## config.mk

```make
export PLATFORM = sky130hd
export DESIGN_NAME = mod_mul_serial
export DESIGN_NICKNAME = d
export VERILOG_FILES = /design/src/rtl/mod_mul_serial.sv
export SDC_FILE = /design/constraint.sdc
export NUM_CORES = 1
export LEC_CHECK = 0
export ABC_AREA = 1
export CELL_PAD_IN_SITES_DETAIL_PLACEMENT = 1
export CELL_PAD_IN_SITES_GLOBAL_PLACEMENT = 1
export CORE_MARGIN = 2
export CORE_UTILIZATION = 35
export CTS_BUF_LIST = sky130_fd_sc_hd__clkbuf_2
export DETAILED_ROUTE_END_ITERATION = 8
export PLACE_DENSITY_LB_ADDON = 0.1
export SYNTH_ARGS = -nofsm -noshare
export SYNTH_HDL_FRONTEND = slang
export SYNTH_SLANG_ARGS = --single-unit
```

## constraint.sdc

```tcl
create_clock -name clk -period 3.5 [get_ports clk]
set_clock_uncertainty 0.1 [all_clocks]
set_input_delay 0.7 -clock clk [delete_from_list [all_inputs] [get_ports clk]]
set_output_delay 0.7 -clock clk [all_outputs]
set_load 0.02 [all_outputs]
```

## src/rtl/mod_mul_serial.sv

```systemverilog
// Serial modular multiplier: z = (a * b) mod MODULUS, one bit of a per clock,
// MSB first, using interleaved double / add / conditional-subtract steps.
// The multiplier comes from port b (B_MODE=0) or the constant B_CONST (B_MODE=1).
module mod_mul_serial #(
  parameter int MODULUS = 53,
  parameter int W       = 6,
  parameter int B_MODE  = 0,
  parameter int B_CONST = 30
) (
  input  logic         clk,
  input  logic         rst,
  input  logic         in_valid,
  output logic         in_ready,
  input  logic [W-1:0] a,
  input  logic [W-1:0] b,
  output logic         out_valid,
  input  logic         out_ready,
  output logic [W-1:0] z,
  output logic         err
);

  localparam int            CW       = (W > 1) ? $clog2(W) : 1;
  localparam logic [W:0]    MOD_X    = (W+1)'(MODULUS);
  localparam logic [W-1:0]  BCONST_W = W'(B_CONST);
  localparam logic [CW-1:0] LAST_BIT = CW'(W - 1);

  // Reject parameter sets whose residues would not fit or whose constant is not reduced
  generate
    if (MODULUS < 2 || MODULUS >= (1 << W) || B_CONST < 0 || B_CONST >= MODULUS) begin : g_bad_params
      $error("mod_mul_serial: need 2 <= MODULUS < 2**W and 0 <= B_CONST < MODULUS");
    end
  endgenerate

  typedef enum logic [1:0] {IDLE, RUN, DONE} state_t;

  state_t        state, state_nx;
  logic [W-1:0]  acc;
  logic [W-1:0]  a_sh;
  logic [W-1:0]  breg;
  logic [CW-1:0] cnt;
  logic [W-1:0]  b_sel;
  logic          range_fail;
  logic [W:0]    dbl;
  logic [W:0]    red1;
  logic [W:0]    sum;
  logic [W-1:0]  acc_nx;

  // Pick the multiplier source and flag operands that are not proper residues
  always_comb begin
    b_sel      = (B_MODE != 0) ? BCONST_W : b;
    range_fail = ({1'b0, a} >= MOD_X) || ((B_MODE == 0) && ({1'b0, b} >= MOD_X));
  end

  // One reduction stage: acc = (2*acc [+ breg]) mod M, each subtract applied at most once
  always_comb begin
    dbl    = {acc, 1'b0};
    red1   = (dbl >= MOD_X) ? (dbl - MOD_X) : dbl;
    sum    = a_sh[W-1] ? (red1 + {1'b0, breg}) : red1;
    acc_nx = (sum >= MOD_X) ? W'(sum - MOD_X) : sum[W-1:0];
  end

  // State register
  always_ff @(posedge clk or posedge rst) begin
    if (rst) state <= IDLE;
    else     state <= state_nx;
  end

  // Next-state decode; handshake outputs are pure functions of the state
  always_comb begin
    state_nx  = state;
    in_ready  = (state == IDLE);
    out_valid = (state == DONE);
    case (state)
      IDLE:    if (in_valid)      state_nx = RUN;
      RUN:     if (cnt == '0)     state_nx = DONE;
      DONE:    if (out_ready)     state_nx = IDLE;
      default:                    state_nx = IDLE;
    endcase
  end

  // Datapath: latch operands on accept, step one bit per RUN cycle, load the result on the last bit
  always_ff @(posedge clk or posedge rst) begin
    if (rst) begin
      acc  <= '0;
      a_sh <= '0;
      breg <= '0;
      cnt  <= '0;
      z    <= '0;
      err  <= 1'b0;
    end else begin
      case (state)
        IDLE: begin
          if (in_valid) begin
            a_sh <= a;
            breg <= b_sel;
            acc  <= '0;
            cnt  <= LAST_BIT;
            err  <= range_fail;
          end
        end
        RUN: begin
          acc  <= acc_nx;
          a_sh <= a_sh << 1;
          cnt  <= cnt - CW'(1);
          if (cnt == '0) z <= err ? '0 : acc_nx;
        end
        default: ;
      endcase
    end
  end

endmodule

```

==> summary.log, run 1 <==
INFO  setup_path     ff2ff_path_depth=16
INFO  clock_network  clock_tree.buffer_depth=2
INFO  final_layout   area_growth_syn_to_layout=17.5%
INFO  logic_synthesis synth.yosys.seq_area_share=0.339
INFO  setup_path     cp-endpoint=z[5]$_DFFE_PP0P_
INFO  outcome        outcome=finished clean
INFO  setup_path     crit_path_max_fanout=7
INFO  logic_synthesis synth_cell_types=33
INFO  floorplanning  floorplan.die_area=6970um^2
INFO  floorplanning  core_area=6030um^2
INFO  clock_network  tritoncts=yes
INFO  logic_synthesis synth_top_area_frac=0.339
INFO  final_layout   layout.filler_cells=784
INFO  sta            final_max_slew_viol_count=0
INFO  final_layout   layout_cell_share_with_drive_strength_beyond_1=0.147
INFO  global_routing grt_antenna_before_repair=0
INFO  global_routing number_of_global_route_vias_before_repair=2042
INFO  clock_network  clk_latency=360ps
INFO  logic_synthesis synth_warnings=0
INFO  global_routing grt_max_degree=31
INFO  route          via_count=1951
INFO  setup_path     critical_path.reg2reg.startpoint=acc[0]$_DFFE_PP0P_
INFO  floorplanning  floorplan.die.height=83.5um
INFO  place          port-buffer-count=24
INFO  floorplanning  start_util=0.367
INFO  clock_network  cts_made_buffers=5
INFO  clock_network  clk_transition_reported_paths=180ps
INFO  setup_path     critical_path_cell_sequence=ha_1 -> nand2_2 -> inv_2 -> nand2_4 -> nand3_4 -> nand2_1 -> and2_1 -> fa_1 -> nand2_1 -> and2_1 -> ha_1 -> nand3_2 -> o21ai_0 -> nand3_1 -> nand3_1 -> nand2_1
INFO  sta            report.final.setup_viol=0
INFO  final_layout   footprint_of_the_multi_input_gates=1280um^2
INFO  sta            final-hold-violation-count=0
INFO  setup_path     critical_path_required=3680ps
INFO  setup_path     path_common_cell=nand2_1
INFO  route          route.detailed.vias_per_inst=4.78
INFO  setup_path     reg2reg_slack=340ps
INFO  worst_hold_path hold_path.class=reg2reg
INFO  route          initialDrtViolationCount=97
INFO  sta            max-slew-margin-rel=0.538
INFO  setup_path     path_class=reg2reg
INFO  sta            final_worst_path_period_share=0.904
INFO  global_routing grt.total_usage=0.172
INFO  place          gp_congestion=0.834
INFO  sta            fmaxAchievable=0.316GHz
INFO  logic_synthesis netlist_area=2210um^2
INFO  logic_synthesis biggest_area_consumer_among_synthesized_cells=dfrtp_1
INFO  final_layout   layout.area.seq=751um^2
INFO  logic_synthesis synthCells=301
INFO  floorplanning  fp-row-count=28
INFO  sta            unrepaired_setup_endpoints_after_global_routing=false
INFO  place          dp_hpwl=4420um
INFO  sta            final.setup.tns=0ps
INFO  sta            worstMarginPinSlew=690ps
INFO  sta            hold_ws=408ps
INFO  setup_path     endpoint_kind=flop
INFO  floorplanning  die_x=83.5um
INFO  setup_path     arrival_time_of_the_worst_setup_path=3340ps
INFO  global_routing grt_pass1_wl=9690um
INFO  logic_synthesis syn-mean-instance-area=7.35um^2
INFO  logic_synthesis synth.area.top_cells=dfrtp_1 34%, nand2_1 17%, nand3_1 8.4%
INFO  setup_path     timing.critical_path.from_type=flop
INFO  clock_network  h-tree-depth=2
INFO  logic_synthesis synthesis.nets=332
INFO  route          drt_first_pass_iters=4
INFO  clock_network  clock_sinks=30
INFO  run            max_cap_viol_count=0
INFO  final_layout   final_net_count=363
INFO  route          drc=0
INFO  setup_path     critPathMaxStageDelay=470ps
INFO  setup_path     slowest_stage_cell_on_the_critical_path=dfrtp_1
INFO  setup_path     critical_path.reg2reg.endpoint=z[5]$_DFFE_PP0P_
INFO  global_routing global_route.overflow_total=0
INFO  route          post_drt_wl_per_cell=13.6um
INFO  floorplanning  floorplan.io_pins=25
INFO  clock_network  postCtsResizedCells=0
INFO  route          drtAntennaViolNets=0
INFO  clock_network  cts_root_buffer=clkbuf_2
INFO  clock_network  post_cts_buffers=0
INFO  clock_network  postCtsHoldBufs=0
INFO  logic_synthesis synth_seq_cells=30
INFO  route          drt_wl_total=5570um
INFO  setup_path     worst_setup_path_startpoint=acc[0]$_DFFE_PP0P_
INFO  sta            finalWorstPathRequiredPeriod=3160ps
INFO  final_layout   number_of_antenna_diodes=0
worst min path at each step:
| stage | start | depth (start not counted) | endpoint | slack (ps) |
|---|---|---|---|---|
| 5_1_grt | state[0]$_DFFE_PP0P_ | 1 | state[1]$_DFFE_PP0P_ | 440 |
| 6_report | cnt[0]$_DFFE_PP0P_ | 1 | cnt[0]$_DFFE_PP0P_ | 410 |
| 4_1_cts | cnt[0]$_DFFE_PP0P_ | 1 | cnt[0]$_DFFE_PP0P_ | 410 |
| 2_1_floorplan | breg[0]$_DFFE_PP0P_ | 2 | breg[0]$_DFFE_PP0P_ | 360 |
| 3_3_place_gp | z[3]$_DFFE_PP0P_ | 2 | z[3]$_DFFE_PP0P_ | 370 |
| 3_5_place_dp | z[3]$_DFFE_PP0P_ | 2 | z[3]$_DFFE_PP0P_ | 370 |
synth_stat cells, drive strengths merged:
library cell,instances
nand2,116
nand3,44
inv,42
dfrtp,30
ha,14
o21ai,13
nor2,10
o211ai,5
a21oi,4
and2,3
xor2,3
buf,2
clkbuf,2
nand3b,2
nand4,2
clkinv,1
fa,1
o2111ai,1
o21a,1
o21bai,1
o22ai,1
o31ai,1
or2,1
xnor2,1
flip-flops by register name (all words and copies together), names as in the netlist:
name,flops
z,6
acc,6
a_sh,6
breg,6
err,1
state,2
cnt,3
stage by stage:
step / cells / setup WS, ps / utilization / cell area (um^2)
after floorplan: 301 / 695 / - / 2210
after global placement: 400 / 444 / 0.425 / 2560
after detailed placement: 400 / 399 / 0.425 / 2560
after CTS: 408 / 343 / 0.431 / 2600
after global routing: 408 / 14.3 / 0.431 / 2600
final: 408 / 338 / 0.431 / 2600
worst max-delay path, delay by kind of cell (launching register included):
kind / cells / cell delay, ps
DFF: 1 / 470
AOI/OAI and AO/OA: 1 / 230
buffers and inverters: 1 / 50
adders and majority gates: 3 / 890
and+or+nand+nor: 11 / 1330
cells in the final DEF, fill, tap and decap left out, types with 2 or more instances in the layout:
| cell type | count |
|---|---|
| nand4_1 | 2 |
| clkdlybuf4s50_1 | 24 |
| o211ai_1 | 5 |
| inv_1 | 34 |
| xor2_1 | 3 |
| dfrtp_1 | 30 |
| nor2_1 | 6 |
| nand2_2 | 12 |
| ha_1 | 14 |
| nand2_1 | 101 |
| and2_1 | 3 |
| nand3_2 | 5 |
| nor2_2 | 2 |
| clkbuf_2 | 5 |
| o21ai_0 | 13 |
| clkinv_1 | 2 |
| nand3_4 | 2 |
| inv_2 | 8 |
| nand3_1 | 37 |
| a21oi_1 | 4 |
| nand2_4 | 3 |
| buf_4 | 4 |
cell families (layout without fill, tap and decap cells):
logic type	Yosys count	after routing	share of synthesized area
adders and majority gates	15	15	0.0882
DFF	30	30	0.339
buffers and inverters	47	79	0.0809
AOI/OAI and AO/OA	27	27	0.0741
and+or+nand+nor	178	178	0.398
xor gates and xnor gates	4	4	0.0192
final cells by class:
cell class | count | area share
well taps | 75 | 0.0361
clock inverters | 3 | 0.00626
repair buffers | 28 | 0.104
clock buffers | 5 | 0.00962
inverters | 43 | 0.0621
flip-flops and latches | 30 | 0.289
multi-input cells | 224 | 0.493
layer usage:
layer | vias to the layer above | GRT usage | routed length, um
met5 | - | 0 | 0
met3 | 6 | 0.0277 | 104
met2 | 19 | 0.287 | 2630
li1 | 1018 | - | -
met4 | 0 | 0.0557 | 86
met1 | 908 | 0.228 | 2750
Power of run 1 is left out: the tool's default activity adds up to more than one toggle a clock period on the data nets, which glitch-free logic cannot reach.
==> run 2, diff against run 1 <==
--- a/config.mk
+++ b/config.mk
@@ -6,9 +6,9 @@
 export NUM_CORES = 1
 export LEC_CHECK = 0
 export ABC_AREA = 1
+export ABC_CLOCK_PERIOD_IN_PS = 3500
 export CELL_PAD_IN_SITES_DETAIL_PLACEMENT = 1
 export CELL_PAD_IN_SITES_GLOBAL_PLACEMENT = 1
-export CORE_MARGIN = 2
 export CORE_UTILIZATION = 35
 export CTS_BUF_LIST = sky130_fd_sc_hd__clkbuf_2
 export DETAILED_ROUTE_END_ITERATION = 8
==> run 2 against run 1 <==
Effect of this change: die area shrank 4.7%; global-route usage grew 1.7 points; final cell count stayed put; maximum frequency increased by 1.6%; register-to-register slack gained 50 ps; hold slack worse by 3.4 ps; non-clock buffer count stayed put; via count rose by 2.5%; highest routed layer unchanged; wire length fell by 2.0%; critical path depth is 1 higher; count of clock-buffer cells in the layout unchanged; core utilization is the same.
==> summary.log, run 2 (same netlist as run 1, synthesis figures left out) <==
INFO  outcome        outcome=finished clean
INFO  sta            final_max_slew_viol_count=0
INFO  floorplanning  start_util=0.367
INFO  clock_network  clock_tree.buffer_depth=2
INFO  clock_network  cts_made_buffers=5
INFO  setup_path     cp_num_buf_inv=2
INFO  clock_network  cts_root_buffer=clkbuf_2
INFO  sta            fmaxAchievable=0.321GHz
INFO  setup_path     endpoint_kind=flop
INFO  setup_path     timing.critical_path.from_type=flop
INFO  setup_path     path_common_cell=nand2_1
INFO  floorplanning  floorplan.io_pins=25
INFO  setup_path     critPathMaxStageDelay=490ps
INFO  setup_path     path_class=reg2reg
INFO  final_layout   final_common_cell=nand2_1
INFO  final_layout   area_growth_syn_to_layout=17.5%
INFO  clock_network  postCtsResizedCells=0
INFO  clock_network  post_cts_buffers=0
INFO  setup_path     critical_path.top_delay_family=adder cells
INFO  floorplanning  fp-row-count=28
INFO  final_layout   number_of_antenna_diodes=0
INFO  route          drt_wl_total=5460um
INFO  floorplanning  core_area=6030um^2
INFO  route          route.detailed.vias_per_inst=4.90
INFO  global_routing grt_antenna_before_repair=0
INFO  place          port-buffer-count=24
INFO  clock_network  postCtsHoldBufs=0
INFO  sta            final.setup.tns=0ps
INFO  route          drc=0
INFO  sta            worstMarginPinSlew=671ps
INFO  setup_path     critical_path_required=3700ps
INFO  route          drt_first_pass_iters=5
INFO  setup_path     arrival_time_of_the_worst_setup_path=3310ps
INFO  sta            max-slew-margin-rel=0.551
INFO  route          post_drt_wl_per_cell=13.4um
INFO  setup_path     critical_path_cell_sequence=ha_1 -> nand2_2 -> inv_2 -> nand2_4 -> nand3_4 -> ha_1 -> fa_1 -> nand2_1 -> and2_1 -> ha_1 -> inv_1 -> nand2_1 -> nand2_1 -> xor2_1 -> nand2_2 -> nand3_1 -> nand2_1
INFO  setup_path     crit_path_max_fanout=7
INFO  setup_path     slowest_stage_cell_on_the_critical_path=fa_1
INFO  final_layout   final_cell_mix=101 x nand2_1, 37 x nand3_1, 34 x inv_1
INFO  final_layout   final_net_count=363
INFO  final_layout   layout.filler_cells=788
INFO  global_routing grt.total_usage=0.189
INFO  clock_network  tritoncts=yes
INFO  sta            final_worst_path_period_share=0.889
INFO  place          dp_hpwl=4450um
INFO  route          via_count=2000
INFO  floorplanning  floorplan.die_area=6640um^2
INFO  final_layout   layout.area.seq=751um^2
INFO  place          gp_congestion=0.794
INFO  floorplanning  floorplan.die.height=81.5um
INFO  sta            finalWorstPathRequiredPeriod=3110ps
INFO  sta            report.final.setup_viol=0
INFO  clock_network  clock_sinks=30
INFO  route          drtAntennaViolNets=0
INFO  clock_network  clk_transition_reported_paths=180ps
INFO  global_routing grt_pass1_wl=9400um
INFO  final_layout   footprint_of_the_multi_input_gates=1280um^2
INFO  worst_hold_path hold_path.class=reg2reg
INFO  global_routing number_of_global_route_vias_before_repair=2005
INFO  sta            final-hold-violation-count=0
INFO  clock_network  clk_latency=370ps
INFO  route          initialDrtViolationCount=90
INFO  global_routing grt_max_degree=31
INFO  run            max_cap_viol_count=0
INFO  clock_network  h-tree-depth=2
INFO  global_routing global_route.overflow_total=0
INFO  sta            unrepaired_setup_endpoints_after_global_routing=false
INFO  floorplanning  die_x=81.5um
INFO  final_layout   layout_cell_share_with_drive_strength_beyond_1=0.147
-- run 2: final cells by class --
class	instances	share of cell area
Clock buffer	5	0.00962
Clock inverter	3	0.00626
Inverter	43	0.0621
Multi-Input combinational cell	224	0.493
Sequential cell	30	0.289
Tap cell	75	0.0361
Timing Repair Buffer	28	0.104
-- run 2: layer usage --
| metal | part of all wire | vias up | global-route usage |
|---|---|---|---|
| met5 | 0 | - | 0 |
| met4 | 0.0093 | 0 | 0.0518 |
| met3 | 0.024 | 5 | 0.0400 |
| met2 | 0.49 | 22 | 0.326 |
| met1 | 0.47 | 951 | 0.238 |
| li1 | - | 1022 | - |
-- run 2: path summary, 6_finish.rpt --
check | startpoint | end | slack (ps) | cells after the start
setup / recovery | acc[0]$_DFFE_PP0P_ | acc[4]$_DFFE_PP0P_ | 390 | 17
hold / removal | cnt[0]$_DFFE_PP0P_ | cnt[0]$_DFFE_PP0P_ | 400 | 1
setup reg to reg | acc[0]$_DFFE_PP0P_ | acc[4]$_DFFE_PP0P_ | 390 | 17
hold reg to reg | cnt[0]$_DFFE_PP0P_ | cnt[0]$_DFFE_PP0P_ | 400 | 1
max in group asynchronous | rst | breg[2]$_DFFE_PP0P_ | 2420 | 3
min in group asynchronous | rst | z[2]$_DFFE_PP0P_ | 600 | 3
-- run 2: worst register-to-register path, cell delays in order (launching register included) --
cell and delay [ps]:
dfrtp_1 470, ha_1 260, nand2_2 100, inv_2 50, nand2_4 100, nand3_4 110, ha_1 250, fa_1 500
nand2_1 60, and2_1 200, ha_1 230, inv_1 60, nand2_1 60, nand2_1 70, xor2_1 190, nand2_2 90
nand3_1 70, nand2_1 60
-- run 2: per-stage QoR --
| stage | instances | utilization | hold slack [ps] | instance area [um^2] | setup WS [ps] |
|---|---|---|---|---|---|
| 6_report | 408 | 0.431 | 404 | 2600 | 387 |
| 5_1_grt | 408 | 0.431 | 436 | 2600 | 96.0 |
| 4_1_cts | 408 | 0.431 | 412 | 2600 | 356 |
| 3_5_place_dp | 400 | 0.425 | 378 | 2560 | 389 |
| 3_3_place_gp | 400 | 0.425 | 366 | 2560 | 451 |
| 2_1_floorplan | 301 | - | 355 | 2210 | 695 |
Power of run 2 is left out for the same reason.
==> run 3, diff against run 2 <==
--- a/config.mk
+++ b/config.mk
@@ -13,6 +13,7 @@
 export CTS_BUF_LIST = sky130_fd_sc_hd__clkbuf_2
 export DETAILED_ROUTE_END_ITERATION = 8
 export PLACE_DENSITY_LB_ADDON = 0.1
+export SLEW_MARGIN = 15
 export SYNTH_ARGS = -nofsm -noshare
 export SYNTH_HDL_FRONTEND = slang
 export SYNTH_SLANG_ARGS = --single-unit
==> results of run 3 <==
The final DEF is identical to that of run 2; final timing and power are the same.
Power of run 3 is left out for the same reason.
